File: src/rtl/conv_layer_seq.sv
// Layer sequencer for the conv engine: walks bias, weight-load and pixel-stream
// phases over every input/output channel group and tracks result write-back.
module conv_layer_seq #(
    parameter int FM_AW    = 13,
    parameter int WM_AW    = 10,
    parameter int BM_AW    = 9,
    parameter int LEN_W    = 9,
    parameter int GRP_W    = 8,
    parameter int SCALE_W  = 4,
    parameter int FLUSH_TO = 64
) (
    input  logic               clk,
    input  logic               rst,
    input  logic               start,
    input  logic               hold,
    input  logic               cfg_pw_mode,
    input  logic [SCALE_W-1:0] cfg_scale,
    input  logic [LEN_W-1:0]   cfg_fm_len,
    input  logic [GRP_W-1:0]   cfg_in_grp,
    input  logic [GRP_W-1:0]   cfg_out_grp,
    input  logic [FM_AW-1:0]   cfg_rd_base,
    input  logic [FM_AW-1:0]   cfg_wr_base,
    input  logic               acc_valid_in,
    output logic               busy,
    output logic               done,
    output logic               err_flush,
    output logic               fm_rd_en,
    output logic [FM_AW-1:0]   fm_rd_addr,
    output logic               fm_wr_en,
    output logic [FM_AW-1:0]   fm_wr_addr,
    output logic               wm_rd_en,
    output logic [WM_AW-1:0]   wm_rd_addr,
    output logic [BM_AW-1:0]   bm_rd_addr,
    output logic               bias_out_valid,
    output logic               conv_data_valid_out,
    output logic               adder_rst,
    output logic               pw_mode,
    output logic [SCALE_W-1:0] conv_scale,
    output logic [LEN_W-1:0]   buff_len_ctrl,
    output logic               buff_len_rst
);
    localparam int FC_W = $clog2(FLUSH_TO + 1);

    typedef enum logic [2:0] {
        S_IDLE   = 3'd0,
        S_BIAS   = 3'd1,
        S_WLOAD  = 3'd2,
        S_STREAM = 3'd3,
        S_FLUSH  = 3'd4,
        S_DONE   = 3'd5
    } state_t;

    state_t             state_r, state_s;
    logic [GRP_W-1:0]   og_r, og_s, ig_r, ig_s;
    logic [LEN_W-1:0]   p_r, p_s, wcnt_r;
    logic [3:0]         k_r, k_s;
    logic [WM_AW-1:0]   wptr_r, wptr_s;
    logic [FC_W-1:0]    fcnt_r, fcnt_s;
    logic               start_acc_s, timeout_s, bias_entry_s, cfg_zero_s, k_last_s;
    logic               last_pass_s, fm_rd_en_s;
    logic               pw_r, err_r, len_rst_r, cdv_r;
    logic [SCALE_W-1:0] scale_r;
    logic [LEN_W-1:0]   fm_len_r;
    logic [GRP_W-1:0]   in_grp_r, out_grp_r;
    logic [FM_AW-1:0]   rd_base_r, wr_base_r, rd_off_s, wr_off_s;

    assign cfg_zero_s = (cfg_fm_len == '0) || (cfg_in_grp == '0) || (cfg_out_grp == '0);
    assign k_last_s   = pw_r ? (k_r == 4'd0) : (k_r == 4'd8);

    // Next-state and counter-advance logic; hold freezes every active phase.
    always_comb begin
        state_s      = state_r;
        og_s         = og_r;
        ig_s         = ig_r;
        p_s          = p_r;
        k_s          = k_r;
        wptr_s       = wptr_r;
        fcnt_s       = fcnt_r;
        start_acc_s  = 1'b0;
        timeout_s    = 1'b0;
        bias_entry_s = 1'b0;
        case (state_r)
            S_IDLE: begin
                if (start) begin
                    start_acc_s = 1'b1;
                    og_s        = '0;
                    ig_s        = '0;
                    p_s         = '0;
                    k_s         = '0;
                    fcnt_s      = '0;
                    if (cfg_zero_s) begin
                        state_s = S_DONE;
                    end else begin
                        state_s      = S_BIAS;
                        bias_entry_s = 1'b1;
                    end
                end else begin
                    state_s = S_IDLE;
                end
            end
            S_BIAS: begin
                if (hold) begin
                    state_s = S_BIAS;
                end else begin
                    state_s = S_WLOAD;
                    k_s     = '0;
                end
            end
            S_WLOAD: begin
                if (hold) begin
                    state_s = S_WLOAD;
                end else if (k_last_s) begin
                    wptr_s  = wptr_r + WM_AW'(1);
                    k_s     = '0;
                    p_s     = '0;
                    state_s = S_STREAM;
                end else begin
                    wptr_s = wptr_r + WM_AW'(1);
                    k_s    = k_r + 4'd1;
                end
            end
            S_STREAM: begin
                if (hold) begin
                    state_s = S_STREAM;
                end else if (p_r == fm_len_r - LEN_W'(1)) begin
                    p_s = '0;
                    if (ig_r == in_grp_r - GRP_W'(1)) begin
                        state_s = S_FLUSH;
                        fcnt_s  = '0;
                    end else begin
                        ig_s    = ig_r + GRP_W'(1);
                        state_s = S_WLOAD;
                    end
                end else begin
                    p_s = p_r + LEN_W'(1);
                end
            end
            S_FLUSH: begin
                if (hold) begin
                    state_s = S_FLUSH;
                end else if ((wcnt_r >= fm_len_r) || (fcnt_r == FC_W'(FLUSH_TO - 1))) begin
                    // a timeout is flagged but the layer still completes normally
                    timeout_s = (wcnt_r < fm_len_r);
                    ig_s      = '0;
                    fcnt_s    = '0;
                    if (og_r == out_grp_r - GRP_W'(1)) begin
                        state_s = S_DONE;
                    end else begin
                        og_s         = og_r + GRP_W'(1);
                        state_s      = S_BIAS;
                        bias_entry_s = 1'b1;
                    end
                end else begin
                    fcnt_s = fcnt_r + FC_W'(1);
                end
            end
            S_DONE: begin
                state_s = S_IDLE;
            end
            default: begin
                state_s = S_IDLE;
            end
        endcase
    end

    // State, group/pixel counters and the persistent weight pointer.
    always_ff @(posedge clk or posedge rst) begin
        if (rst) begin
            state_r <= S_IDLE;
            og_r    <= '0;
            ig_r    <= '0;
            p_r     <= '0;
            k_r     <= '0;
            wptr_r  <= '0;
            fcnt_r  <= '0;
        end else begin
            state_r <= state_s;
            og_r    <= og_s;
            ig_r    <= ig_s;
            p_r     <= p_s;
            k_r     <= k_s;
            wptr_r  <= wptr_s;
            fcnt_r  <= fcnt_s;
        end
    end

    // Layer configuration latched on an accepted start.
    always_ff @(posedge clk or posedge rst) begin
        if (rst) begin
            pw_r      <= 1'b0;
            scale_r   <= '0;
            fm_len_r  <= '0;
            in_grp_r  <= '0;
            out_grp_r <= '0;
            rd_base_r <= '0;
            wr_base_r <= '0;
        end else if (start_acc_s) begin
            pw_r      <= cfg_pw_mode;
            scale_r   <= cfg_scale;
            fm_len_r  <= cfg_fm_len;
            in_grp_r  <= cfg_in_grp;
            out_grp_r <= cfg_out_grp;
            rd_base_r <= cfg_rd_base;
            wr_base_r <= cfg_wr_base;
        end else begin
            pw_r <= pw_r;
        end
    end

    assign last_pass_s = ((state_r == S_STREAM) || (state_r == S_FLUSH)) &&
                         (ig_r == in_grp_r - GRP_W'(1));
    assign fm_wr_en    = acc_valid_in & last_pass_s;

    // Write-back counter keeps counting through hold so no result is dropped.
    always_ff @(posedge clk or posedge rst) begin
        if (rst) begin
            wcnt_r <= '0;
        end else if (start_acc_s || bias_entry_s) begin
            wcnt_r <= '0;
        end else if (fm_wr_en) begin
            wcnt_r <= wcnt_r + LEN_W'(1);
        end else begin
            wcnt_r <= wcnt_r;
        end
    end

    // Sticky timeout flag, line-buffer reset pulse and read-data valid delay.
    always_ff @(posedge clk or posedge rst) begin
        if (rst) begin
            err_r     <= 1'b0;
            len_rst_r <= 1'b0;
            cdv_r     <= 1'b0;
        end else begin
            if (start_acc_s) begin
                err_r <= 1'b0;
            end else if (timeout_s) begin
                err_r <= 1'b1;
            end else begin
                err_r <= err_r;
            end
            len_rst_r <= start_acc_s;
            cdv_r     <= fm_rd_en_s;
        end
    end

    assign rd_off_s   = FM_AW'(32'(ig_r) * 32'(fm_len_r) + 32'(p_r));
    assign wr_off_s   = FM_AW'(32'(og_r) * 32'(fm_len_r) + 32'(wcnt_r));
    assign fm_rd_en_s = (state_r == S_STREAM) && !hold;

    assign busy                = (state_r != S_IDLE) && (state_r != S_DONE);
    assign done                = (state_r == S_DONE);
    assign err_flush           = err_r;
    assign fm_rd_en            = fm_rd_en_s;
    assign fm_rd_addr          = rd_base_r + rd_off_s;
    assign fm_wr_addr          = wr_base_r + wr_off_s;
    assign wm_rd_en            = (state_r == S_WLOAD) && !hold;
    assign wm_rd_addr          = wptr_r;
    assign bm_rd_addr          = BM_AW'(og_r);
    assign bias_out_valid      = (state_r == S_BIAS) && !hold;
    assign conv_data_valid_out = cdv_r;
    assign adder_rst           = (state_r == S_STREAM) && (ig_r == '0);
    assign pw_mode             = pw_r;
    assign conv_scale          = scale_r;
    assign buff_len_ctrl       = fm_len_r;
    assign buff_len_rst        = len_rst_r;
endmodule
File: config.mk
export PLATFORM = sky130hd
export DESIGN_NAME = conv_layer_seq
export DESIGN_NICKNAME = d
export VERILOG_FILES = /design/src/rtl/conv_layer_seq.sv
export SDC_FILE = /design/constraint.sdc
export NUM_CORES = 1
export LEC_CHECK = 0
export ABC_AREA = 1
export ABC_CLOCK_PERIOD_IN_PS = 5400
export CAP_MARGIN = 20
export CORE_UTILIZATION = 35
export DETAILED_ROUTE_END_ITERATION = 7
export SYNTH_ARGS = -nofsm -noshare
export SYNTH_HDL_FRONTEND = slang
export SYNTH_SLANG_ARGS = --single-unit
File: constraint.sdc
create_clock -name clk -period 5.4 [get_ports clk]
set_input_delay 1.08 -clock clk [delete_from_list [all_inputs] [get_ports clk]]
set_output_delay 1.08 -clock clk [all_outputs]
set_load 0.02 [all_outputs]
# After elaboration in Yosys (flattened, before gate mapping)
# Index checks and enable logic that the tools add are counted.
# totals
reg_bits,117
elab_cells,152
out_inout_bits,69
input_bits,61
# op_classes
n_bitwise,2
mux,57
n_eq_ne,25
n_addsub,14
mul,2
reduce_logical,32
order_cmp,2
# ops
operator,count
2-to-1 mux 8 bit,9
2-to-1 mux 9 bit,7
2-to-1 mux 7 bit,6
2-to-1 mux 3 bit,10
one-hot mux 9 bit (3 select lines),1
adder 13 bit,2
adder 13 x 9 -> 13 bit,2
multiplier 8 x 9 -> 13 bit,2
zero test 8 bit,3
one-hot mux 8 bit (3 select lines),1
"!= test 2 bit, second input constant",11
one-hot mux 7 bit (3 select lines),1
"adder 9 x 1 -> 9 bit, second input constant",2
"adder 8 x 1 -> 8 bit, second input constant",2
equality test 8 bit,2
2-to-1 mux 4 bit,4
one-hot mux 8 bit (2 select lines),1
"subtractor 8 x 1 -> 8 bit, second input constant",2
one-hot mux 3 bit (5 select lines),1
2-to-1 mux 1 bit,13
"!= test 3 bit, second input constant",4
one-hot mux 4 bit (3 select lines),1
nonzero test 3 bit,4
"adder 10 x 1 -> 10 bit, second input constant",1
28 further kinds,42

# Logic depth before layout (Yosys ltp)
# Gate-level depths: netlist of the first run.
# logic_depth
word_depth,8
mapped_depth,22
ltp_nobuf,20

# Worst setup path after synthesis of the first run
# No wires, ideal clock.
# synth_path
path_type,flip-flop to output port
startpoint,"register fm_len_r[2], in the netlist buff_len_ctrl[2]"
endpoint,output fm_rd_addr[10]
setup_slack_ns,-0.825
path_buffers,2
required_ns,4.320
arrival_time_ns,5.145
stages_incl_launch_ff,19
path_cell_list,dfrtp_1 -> buf_4 -> clkbuf_1 -> nand2_1 -> fa_1 -> fa_1 -> inv_1 -> fa_1 -> fa_1 -> inv_1 -> fa_1 -> inv_1 -> ha_1 -> a21oi_1 -> o21ai_0 -> a21o_1 -> a21o_1 -> a21oi_1 -> xor2_1
# synth_via
elab_chain_len,3
# synth_lines
element,line_no,rtl
"start, declared",63,logic [LEN_W-1:0] fm_len_r;
"start signal, assigned",200,fm_len_r <= cfg_fm_len;
multiplier 8 x 9 -> 13 bit,246,assign rd_off_s = FM_AW'(32'(ig_r) * 32'(fm_len_r) + 32'(p_r));
adder 13 x 9 -> 13 bit,246,
adder 13 bit,254,assign fm_rd_addr = rd_base_r + rd_off_s;
"end, declared",28,"output logic [FM_AW-1:0] fm_rd_addr,"
# Every way passes these cells.

# Final worst setup path of the first run
# layout_path
startpoint,"register fm_len_r[3], in the netlist buff_len_ctrl[3]"
endpoint,output fm_rd_addr[10]
# Same word-level chain as after synthesis.

==> results of run 1 <==
cells in the mapped netlist, types with 6 or more instances:
cell type,count
o21ai_0,42
fa_1,108
nor2_2,8
dfrtp_1,117
xnor2_1,35
buf_2,18
o21ai_1,6
inv_1,289
a21oi_1,41
nand2_2,6
nand4_1,17
nand2_1,455
nor2_1,93
xor2_1,61
clkbuf_1,25
nand3_1,59
nor3_1,20
ha_1,87
inv_2,14
worst max path at each step:
stage,start,endpoint,slack (ns),depth (start not counted)
after floorplan,ig_r[3],fm_rd_addr[10],-0.21,20
after global placement,buff_len_ctrl[3],fm_wr_addr[10],-0.64,19
after detailed placement,buff_len_ctrl[4],fm_rd_addr[10],-0.71,19
after CTS,buff_len_ctrl[4],fm_rd_addr[10],-0.70,19
after global routing,buff_len_ctrl[5],fm_rd_addr[11],-0.85,21
final,buff_len_ctrl[3],fm_rd_addr[10],-0.66,19
stage by stage:
stage	setup TNS, ns	utilization (%)	instance area, um2	hold WS [ns]	setup slack (ns)
6_report	-6.86	48.0	16100	0.473	-0.665
5_1_grt	-10.28	48.0	16100	0.489	-0.845
4_1_cts	-7.19	46.7	15700	0.479	-0.697
3_5_place_dp	-8.69	44.2	14800	0.463	-0.707
3_3_place_gp	-7.51	44.2	14800	0.454	-0.642
2_1_floorplan	-0.834	-	12400	0.448	-0.214
critical path: cells and delay by family, from the launching register on:
| family | cells | cell delay [ns] |
|---|---|---|
| AND/OR/NAND/NOR | 1 | 0.09 |
| AO/OA/AOI/OAI | 5 | 0.72 |
| adder cells (fa/ha/maj) | 6 | 2.78 |
| XOR/XNOR | 1 | 0.16 |
| flip-flops | 1 | 0.46 |
| buffers and inverters | 6 | 0.34 |
cells by family after synthesis:
| kind of cell | count (synthesis) |
|---|---|
| buffers and inverters | 358 |
| XOR/XNOR | 97 |
| AO/OA/AOI/OAI | 103 |
| other | 1 |
| flip-flops | 117 |
| AND/OR/NAND/NOR | 688 |
| adder cells (fa/ha/maj) | 195 |
sequential cells by signal, indices dropped and copies added, names as in the netlist:
register,flops
conv_scale,4
wr_base_r,13
og_r,8
ig_r,8
pw_mode,1
err_flush,1
rd_base_r,13
wm_rd_addr,10
wcnt_r,9
buff_len_ctrl,9
k_r,4
out_grp_r,8
state_r,3
in_grp_r,8
p_r,9
fcnt_r,7
buff_len_rst,1
conv_data_valid_out,1
placed cells by master, fill, tap and decap left out, drive strengths merged, types with 5 or more instances in the layout:
master         count
a21oi             41
buf              177
clkbuf            20
clkdlybuf4s50    107
clkinv             5
dfrtp            117
fa               108
ha                87
inv              307
nand2            462
nand3             62
nand3b             5
nand4             18
nor2             104
nor3              25
o21ai             49
xnor2             35
xor2              61
routing by layer:
metal	vias to the layer above	part of all wire (%)	global-route usage, %
met3	30	4.6	3.79
met1	4970	48	25.5
met2	219	46	30.0
met4	2	1.3	4.35
li1	5216	-	-
met5	-	0.041	0
final cells by class:
cell class              instances  area [um2]  area share [%]
inverters                     304        1150            7.10
clock inverters                14         153           0.945
repair buffers                288        2580            16.0
clock buffers                  17         425            2.63
well taps                     448         561            3.47
multi-input cells            1084        8330            51.6
flip-flops and latches        117        2950            18.3
power breakdown:
group	switching, mW	internal, mW
registers	0.269	1.14
logic	2.36	1.88
clock network	0.488	0.680
total	3.12	3.70
repair_timing:
action | in CTS | in global routing
setup buffers | 12 | 14
pin swaps | 23 | 48
endpoints found under the setup margin | 20 | 21
gates cloned | 0 | 1
gates resized for setup | 154 | 84
==> results.toml, run 1 <==
[outcome]
status = "finished with violations"
violations = "negative setup slack"

[sta]
slew_headroom_pct = 47.1
hold_violations = 0
finalMaxSlewViolations = 0
fin_skew_ns = 0.0117
finalWorstSetupSlack_ns = -0.665
rsz0062_at_grt = "yes"
worst_pin_slew_ns = 0.786
finalCriticalPeriod_ns = 6.06
timing.fmax_mhz = 165
fin_crit_sh_pct = 112
setup_viol = 18

[routing]
drt_wl_total_um = 31900
drtAntennaViolNets = 0
remaining_drc_errors = 0
first_iter_violations = 546
vias_per_cell = 4.59
vias = 10400
post_drt_wl_per_cell_um = 14.1
first_pass_iters = 6

[synthesis]
synth_top_area_share_pct = 24.5
yosys_register_bits = 117
synth_compound_area_share_pct = 4.65
synth-seq-area-share_pct = 24.5
ys.warnings.count = 0
yosys.area_share.simple_pct = 24.7
syn_inst = 1559
syn_nets = 1815
synthXorXnorAreaFrac_pct = 7.22
syn_area_um2 = 12000
synth_top_family_by_area = "adder cells"
syn_avg_cell_area_um2 = 7.68
synth_flop_cell = "dfrtp_1"
ys_types = 49
synth_area_leader_cell = "dfrtp_1"
async_reset_ff_share_pct = 100
synthAdderAreaFrac_pct = 27.1
synth_edf_count = 0
synth.area.mux_share_pct = 0
synthTopCellsByArea = "dfrtp_1, fa_1, nand2_1"

[critical_path]
crit_path_start_kind = "register"
worst_r2r_path_depth = 20
crit_type = "reg2out"
r2r_start = "buff_len_ctrl[3]"
worstPathCellList = "nand2_1 > inv_2 > fa_1 > inv_2 > fa_1 > inv_1 > fa_1 > fa_1 > inv_2 > fa_1 > inv_2 > ha_4 > a21oi_2 > o21ai_2 > a21o_1 > a21o_1 > a21oi_2 > xor2_2 > buf_6"
crit_arrival_ns = 4.98
cp_slowest_cell = "fa_1"
cp-end-kind = "primary output"
crit_path_frequent_cell = "fa_1"
worstReg2RegEnd = "wcnt_r[2]"
cpPeakStageDelay_ns = 0.56
worstPathRequired_ns = 4.32
r2r_setup_slack_ns = 2.39
cp_max_fo = 6

[die]
coreArea_um2 = 33600
start_util_pct = 35.6
fp.dieW_um = 187
row_count = 67
die_h_um = 187
pin_count = 130
die_area_um2 = 35000

[global_route]
grt_max_degree = 68
antenna_found_initial = 1
grt-ovfl-total = 0
grt.total_usage_pct = 18.6
grt_pass1_wl_um = 52000
grt_pass1_vias = 10400

[clock_tree]
cts-root-buf = "clkbuf_16"
cts_max_level = 4
clk_latency_ns = 0.44
cts_tree = "yes"
cts_buffers = 17
path_clk_slew_ns = 0.06
cts_hold_buf = 0
clock_path_buffers = 2
cts.sinks = 117

[hold_path]
hold_end = "conv_scale[3]"
min_from = "conv_scale[3]"
hold_path.class = "reg2reg"
hold_depth = 2

[place]
hpwl_um = 24500
placedCellCount = 2215
gp_congestion = 0.879
port_buffers = 128

[finish]
stdcell_count = 2272
nets = 2068
fill_cells = 3237
area_growth_syn_to_layout_pct = 34.9
antenna_cells = 0
drive_above_1_share_pct = 22.4

[power]
cellLeakagePower_nw = 8.41
finalPower_mw = 6.81
power_density_nw_per_um2 = 422
irDropWorstVdd_mv = 0.264

[flow_run]
drv_cap = 0
Note: power is estimated with default switching activity, not from simulation.
==> inputs of run 2 (changes only) <==
--- a/config.mk
+++ b/config.mk
@@ -5,7 +5,7 @@
 export SDC_FILE = /design/constraint.sdc
 export NUM_CORES = 1
 export LEC_CHECK = 0
-export ABC_AREA = 1
+export ABC_AREA = 0
 export ABC_CLOCK_PERIOD_IN_PS = 5400
 export CAP_MARGIN = 20
 export CORE_UTILIZATION = 35
==> constraint.sdc (replaced) <==
create_clock -name clk -period 5.4 [get_ports clk]
set_input_delay 1.08 -clock clk [delete_from_list [all_inputs] [get_ports clk]]
set_output_delay 1.08 -clock clk [all_outputs]
set_load 0.1 [all_outputs]
==> run 2 against run 1 <==
Compared with the run above:
- the flow still finishes with violations (negative setup slack)
- cell count is 13% lower
- global-route usage is 2.4 points higher
- worst hold slack better by 0.0016 ns
- critical path depth is 3 lower
- utilization is 2.8 points higher
- setup slack worse by 0.16 ns
- via count is 6.2% lower
- register-to-register slack worse by 0.28 ns
- fmax is 2.6% lower
- die area is 5.3% lower
- critical path type unchanged
- critical endpoint is now fm_rd_addr[12]
- largest cell class unchanged
==> results.toml, run 2 <==
[routing]
remaining_drc_errors = 0
first_pass_iters = 5
first_iter_violations = 519
vias = 9787
drt_wl_total_um = 32800
post_drt_wl_per_cell_um = 16.5
vias_per_cell = 4.93
drtAntennaViolNets = 0

[synthesis]
syn_area_um2 = 11300
synth_edf_count = 0
synth_area_leader_cell = "dfrtp_1"
synth_top_area_share_pct = 25.8
async_reset_ff_share_pct = 100
syn_nets = 1558
syn_inst = 1302
ys_types = 72
synthTopCellsByArea = "dfrtp_1, fa_1, ha_1"
syn_avg_cell_area_um2 = 8.70
synth-seq-area-share_pct = 25.8
synth_commonest_cells = "nand2_1, inv_1, dfrtp_1, fa_1, ha_1"
synth_flop_cell = "dfrtp_1"
synthMostInstantiatedCell = "nand2_1"
yosys_register_bits = 117
ys.warnings.count = 0

[die]
die_area_um2 = 33100
coreArea_um2 = 31700
row_count = 65
start_util_pct = 35.7
die_h_um = 182
fp.dieW_um = 182
pin_count = 130

[sta]
setup_viol = 16
finalCriticalPeriod_ns = 6.22
finalWorstSetupSlack_ns = -0.824
rsz0062_at_grt = "yes"
slew_headroom_pct = 30.0
timing.fmax_mhz = 161
worst_pin_slew_ns = 1.05
hold_violations = 0
whs_ns = 0.474
fin_skew_ns = 0.0141
fin_crit_sh_pct = 115
finalMaxSlewViolations = 0

[critical_path]
worst_r2r_path_depth = 10
worstPathRequired_ns = 4.32
cp_max_fo = 12
crit_path_start_kind = "register"
cp-end-kind = "primary output"
crit_arrival_ns = 5.14
crit_type = "reg2out"
r2r_setup_slack_ns = 2.11

[place]
place_area_um2 = 14900
hpwl_um = 25400
port_buffers = 128
gp_congestion = 0.871
preCtsSetupSlack_ns = -0.555

[global_route]
grt_max_degree = 48
grt-ovfl-total = 0
grt_pass1_vias = 10200
grt.total_usage_pct = 21.0
grt_pass1_wl_um = 54200
antenna_found_initial = 0

[outcome]
violations = "negative setup slack"
status = "finished with violations"

[finish]
nets = 1828
antenna_cells = 0
finish.utilization_pct = 50.9
area_growth_syn_to_layout_pct = 42.4
fin_area_um2 = 16100
final_common_cell = "nand2_1"
final_cell_mix = "nand2_1, inv_1, buf_4"
drive_above_1_share_pct = 25.7

[clock_tree]
clock_path_buffers = 2
cts_hold_buf = 0
cts_tree = "yes"
cts-root-buf = "clkbuf_16"
cts_max_level = 4
path_clk_slew_ns = 0.06
cts_buffers = 17
clk_latency_ns = 0.43
cts.sinks = 117

[hold_path]
hold_path.class = "reg2reg"
hold_depth = 2

[flow_run]
drv_cap = 0
[run 2: cell types whose count changed in the layout (fill, tap and decap cells not counted), moves of 15 or more]
cell,previous run,this run
nand2_1,427,220
inv_1,257,159
nand3_1,56,18
xor2_1,50,16
and2_1,0,28
xnor2_1,31,53
buf_12,3,23
nand2_2,32,12
inv_2,45,26
nand2b_1,0,15
[run 2: per-layer routing]
layer / wire [um] / part of all wire (%) / vias up / GRT usage, %
met1: 15800 / 48 / 4804 / 29.4
li1: - / - / 4721 / -
met3: 1700 / 5.2 / 31 / 4.23
met4: 472 / 1.4 / 0 / 4.61
met5: 0 / 0 / - / 0
met2: 14900 / 45 / 231 / 33.5
[run 2: worst max-delay path, cell delays in order (launching register included)]
cell     delay, ns
dfrtp_1       0.40
buf_4         0.20
and2_1        0.18
fa_1          0.53
inv_1         0.05
fa_1          0.50
fa_1          0.49
inv_1         0.06
fa_1          0.48
ha_1          0.36
ha_4          0.27
and3_4        0.17
a21oi_2       0.11
o21ai_2       0.08
o41a_1        0.46
xnor2_4       0.18
buf_12        0.19
[run 2: kinds of logic (layout without fill, tap and decap cells)]
logic type / count (synthesis) / after routing / synth area share [%]
and+or+nand+nor: 499 / 499 / 20.7
adders and majority gates: 195 / 195 / 28.7
buffers and inverters: 241 / 524 / 8.19
AOI/OAI and AO/OA: 151 / 151 / 8.71
xor gates and xnor gates: 88 / 88 / 6.92
DFF: 117 / 117 / 25.8
muxes: 10 / 10 / 0.894
other: 1 / 1 / 0.0331
[run 2: layout make-up]
type / count / area [um2]
tap: 402 / 503
timing repair buffer: 304 / 2940
inverter: 188 / 709
multi-input combinational: 944 / 8460
fill: 2939 / 15600
clock inverter: 13 / 123
sequential: 117 / 2950
clock buffer: 19 / 443
[run 2: worst paths after layout]
| kind | endpoint | startpoint |
|---|---|---|
| setup / recovery | fm_rd_addr[12] | ig_r[2] |
| hold / removal | conv_scale[0] | conv_scale[0] |
| setup reg to reg | fcnt_r[5] | buff_len_ctrl[0] |
| hold reg to reg | conv_scale[0] | conv_scale[0] |
| max in group asynchronous | wm_rd_addr[8] | rst |
| min in group asynchronous | out_grp_r[0] | rst |
[run 2: what timing repair did]
| item | CTS | global route |
|---|---|---|
| resized for setup | 83 | 51 |
| pin swaps | 81 | 30 |
| buffers inserted | 20 | 11 |
| setup endpoints to repair | 17 | 18 |
[run 2: metrics by stage]
stage,std cells,TNS (ns)
4_1_cts,1983,-8.91
2_1_floorplan,1302,-12.11
6_report,1987,-8.17
3_5_place_dp,1932,-3.85
5_1_grt,1987,-10.77
3_3_place_gp,1932,-3.64
Power of run 2 is not shown: default switching activity piles up to over one toggle a cycle in this logic, so the estimate is an artifact.
==> inputs of run 3 (changes only) <==
--- a/config.mk
+++ b/config.mk
@@ -10,6 +10,7 @@
 export CAP_MARGIN = 20
 export CORE_UTILIZATION = 35
 export DETAILED_ROUTE_END_ITERATION = 7
+export GPL_TIMING_DRIVEN = 0
 export SYNTH_ARGS = -nofsm -noshare
 export SYNTH_HDL_FRONTEND = slang
 export SYNTH_SLANG_ARGS = --single-unit
==> run 3 against run 2 <==
Compared with the run above:
- sequential cell count unchanged
- global-route usage decreased by 0.094 points
- sequential share of layout area increased by 0.47 points
- cell count decreased by 3.0%
- count of clock-buffer cells in the layout decreased by 2
- the flow still finishes with violations (negative setup slack)
- critical path depth increased by 2
- die area unchanged
- via count about the same
- register-to-register slack got worse by 0.23 ns
- largest cell class unchanged
- routed wire length increased by 1.2%
- worst hold slack improved by 0.0032 ns
- non-clock buffer count decreased by 59
==> results.toml, run 3 (synthesized netlist as in run 2, its figures left out) <==
[outcome]
status = "finished with violations"
violations = "negative setup slack"

[sta]
finalMaxSlewViolations = 0
whs_ns = 0.477
fin_setup_tns_ns = -10.78
worst_pin_slew_ns = 1.07
slew_headroom_pct = 28.3
rsz0062_at_grt = "yes"
setup_viol = 17
hold_violations = 0
fin_skew_ns = 0.0139
fin_crit_sh_pct = 119
timing.fmax_mhz = 156
finalWorstSetupSlack_ns = -1.00
finalCriticalPeriod_ns = 6.40

[place]
gp_congestion = 0.925
placedCellCount = 1833
hpwl_um = 25200
port_buffers = 128
place_area_um2 = 13900

[hold_path]
min_from = "fcnt_r[6]"
hold_depth = 1
hold_path.class = "reg2reg"
hold_end = "fcnt_r[6]"

[die]
fp.dieW_um = 182
die_h_um = 182
coreArea_um2 = 31700
row_count = 65
start_util_pct = 35.7
die_area_um2 = 33100
pin_count = 130

[global_route]
grt.total_usage_pct = 20.9
grt_max_degree = 62
grt_pass1_vias = 9806
grt_pass1_wl_um = 53300
antenna_found_initial = 0
grt-ovfl-total = 0

[clock_tree]
cts.sinks = 117
clk_latency_ns = 0.43
cts-root-buf = "clkbuf_16"
cts_buffers = 17
cts_max_level = 4
clock_path_buffers = 2
path_clk_slew_ns = 0.06
cts_hold_buf = 0
cts_tree = "yes"

[finish]
fin_area_um2 = 15700
fill_cells = 2982
final_cell_mix = "nand2_1, inv_1, clkdlybuf4s50_1"
antenna_cells = 0
seq_area_um2 = 2950
nets = 1769
final_common_cell = "nand2_1"
stdcell_count = 1928
area_growth_syn_to_layout_pct = 39.0
multi_input_area_um2 = 8450
drive_above_1_share_pct = 21.4

[critical_path]
worst_r2r_path_depth = 11
r2r_start = "buff_len_ctrl[1]"
worstReg2RegEnd = "fcnt_r[5]"
r2r_setup_slack_ns = 1.88
crit_type = "reg2out"
cp-end-kind = "primary output"
cp_max_fo = 8
crit_path_start_kind = "register"
crit_arrival_ns = 5.32
worstPathRequired_ns = 4.32

[routing]
vias = 9785
first_iter_violations = 506
drt_wl_total_um = 33200
first_pass_iters = 5
drtAntennaViolNets = 0
remaining_drc_errors = 0
post_drt_wl_per_cell_um = 17.2
vias_per_cell = 5.08

[flow_run]
drv_cap = 0
run 3: worst max-delay path by stage:
stage / from / to / slack [ns] / cells past startpoint
after CTS: buff_len_ctrl[4] / fm_rd_addr[12] / -1.01 / 18
final: buff_len_ctrl[5] / fm_rd_addr[12] / -1.00 / 18
after global placement: ig_r[1] / fm_rd_addr[11] / -2.00 / 19
after detailed placement: ig_r[1] / fm_rd_addr[11] / -2.06 / 19
after floorplan: buff_len_ctrl[4] / fm_rd_addr[12] / -0.98 / 17
after global routing: buff_len_ctrl[5] / fm_rd_addr[12] / -1.16 / 18
run 3: what timing repair did:
action,4_1_cts,5_1_grt
gates resized for setup,263,65
hold endpoints to repair,0,0
pin swaps,48,69
setup endpoints to repair,22,22
buffers inserted,45,34
run 3: per-stage QoR:
step                utilization, %  worst slack, ns
finish                        49.7            -1.00
global route                  49.7            -1.16
CTS                           48.4            -1.01
detailed placement            43.7            -2.06
global placement              43.6            -2.00
floorplan                        -           -0.979
run 3: layer usage:
layer | up-vias | part of all wire [%] | GRT usage, %
met5 | - | 0 | 0
met2 | 306 | 45 | 32.4
li1 | 4620 | - | -
met3 | 41 | 7.3 | 4.47
met4 | 0 | 2.0 | 5.31
met1 | 4818 | 46 | 29.6
run 3: area by class of cell:
type / instances / share of cell area (%)
Multi-Input combinational cell: 944 / 53.6
Clock buffer: 17 / 2.70
Buffer: 38 / 2.15
Inverter: 188 / 4.72
Clock inverter: 15 / 1.35
Tap cell: 402 / 3.19
Sequential cell: 117 / 18.8
Timing Repair Buffer: 207 / 13.5
run 3: critical path, cell delays in order, from the launching register on:
cell and delay, ns:
dfrtp_2 0.50, clkbuf_16 0.21, nand2_4 0.04, fa_1 0.48, inv_1 0.05, fa_1 0.48, inv_1 0.05, fa_1 0.49
inv_2 0.04, fa_1 0.52, inv_1 0.05, fa_1 0.49, inv_2 0.05, ha_4 0.18, o41ai_4 0.28, o21ai_2 0.12
o41a_1 0.46, xnor2_4 0.21, buf_12 0.19
Power of run 3 is left out for the same reason.
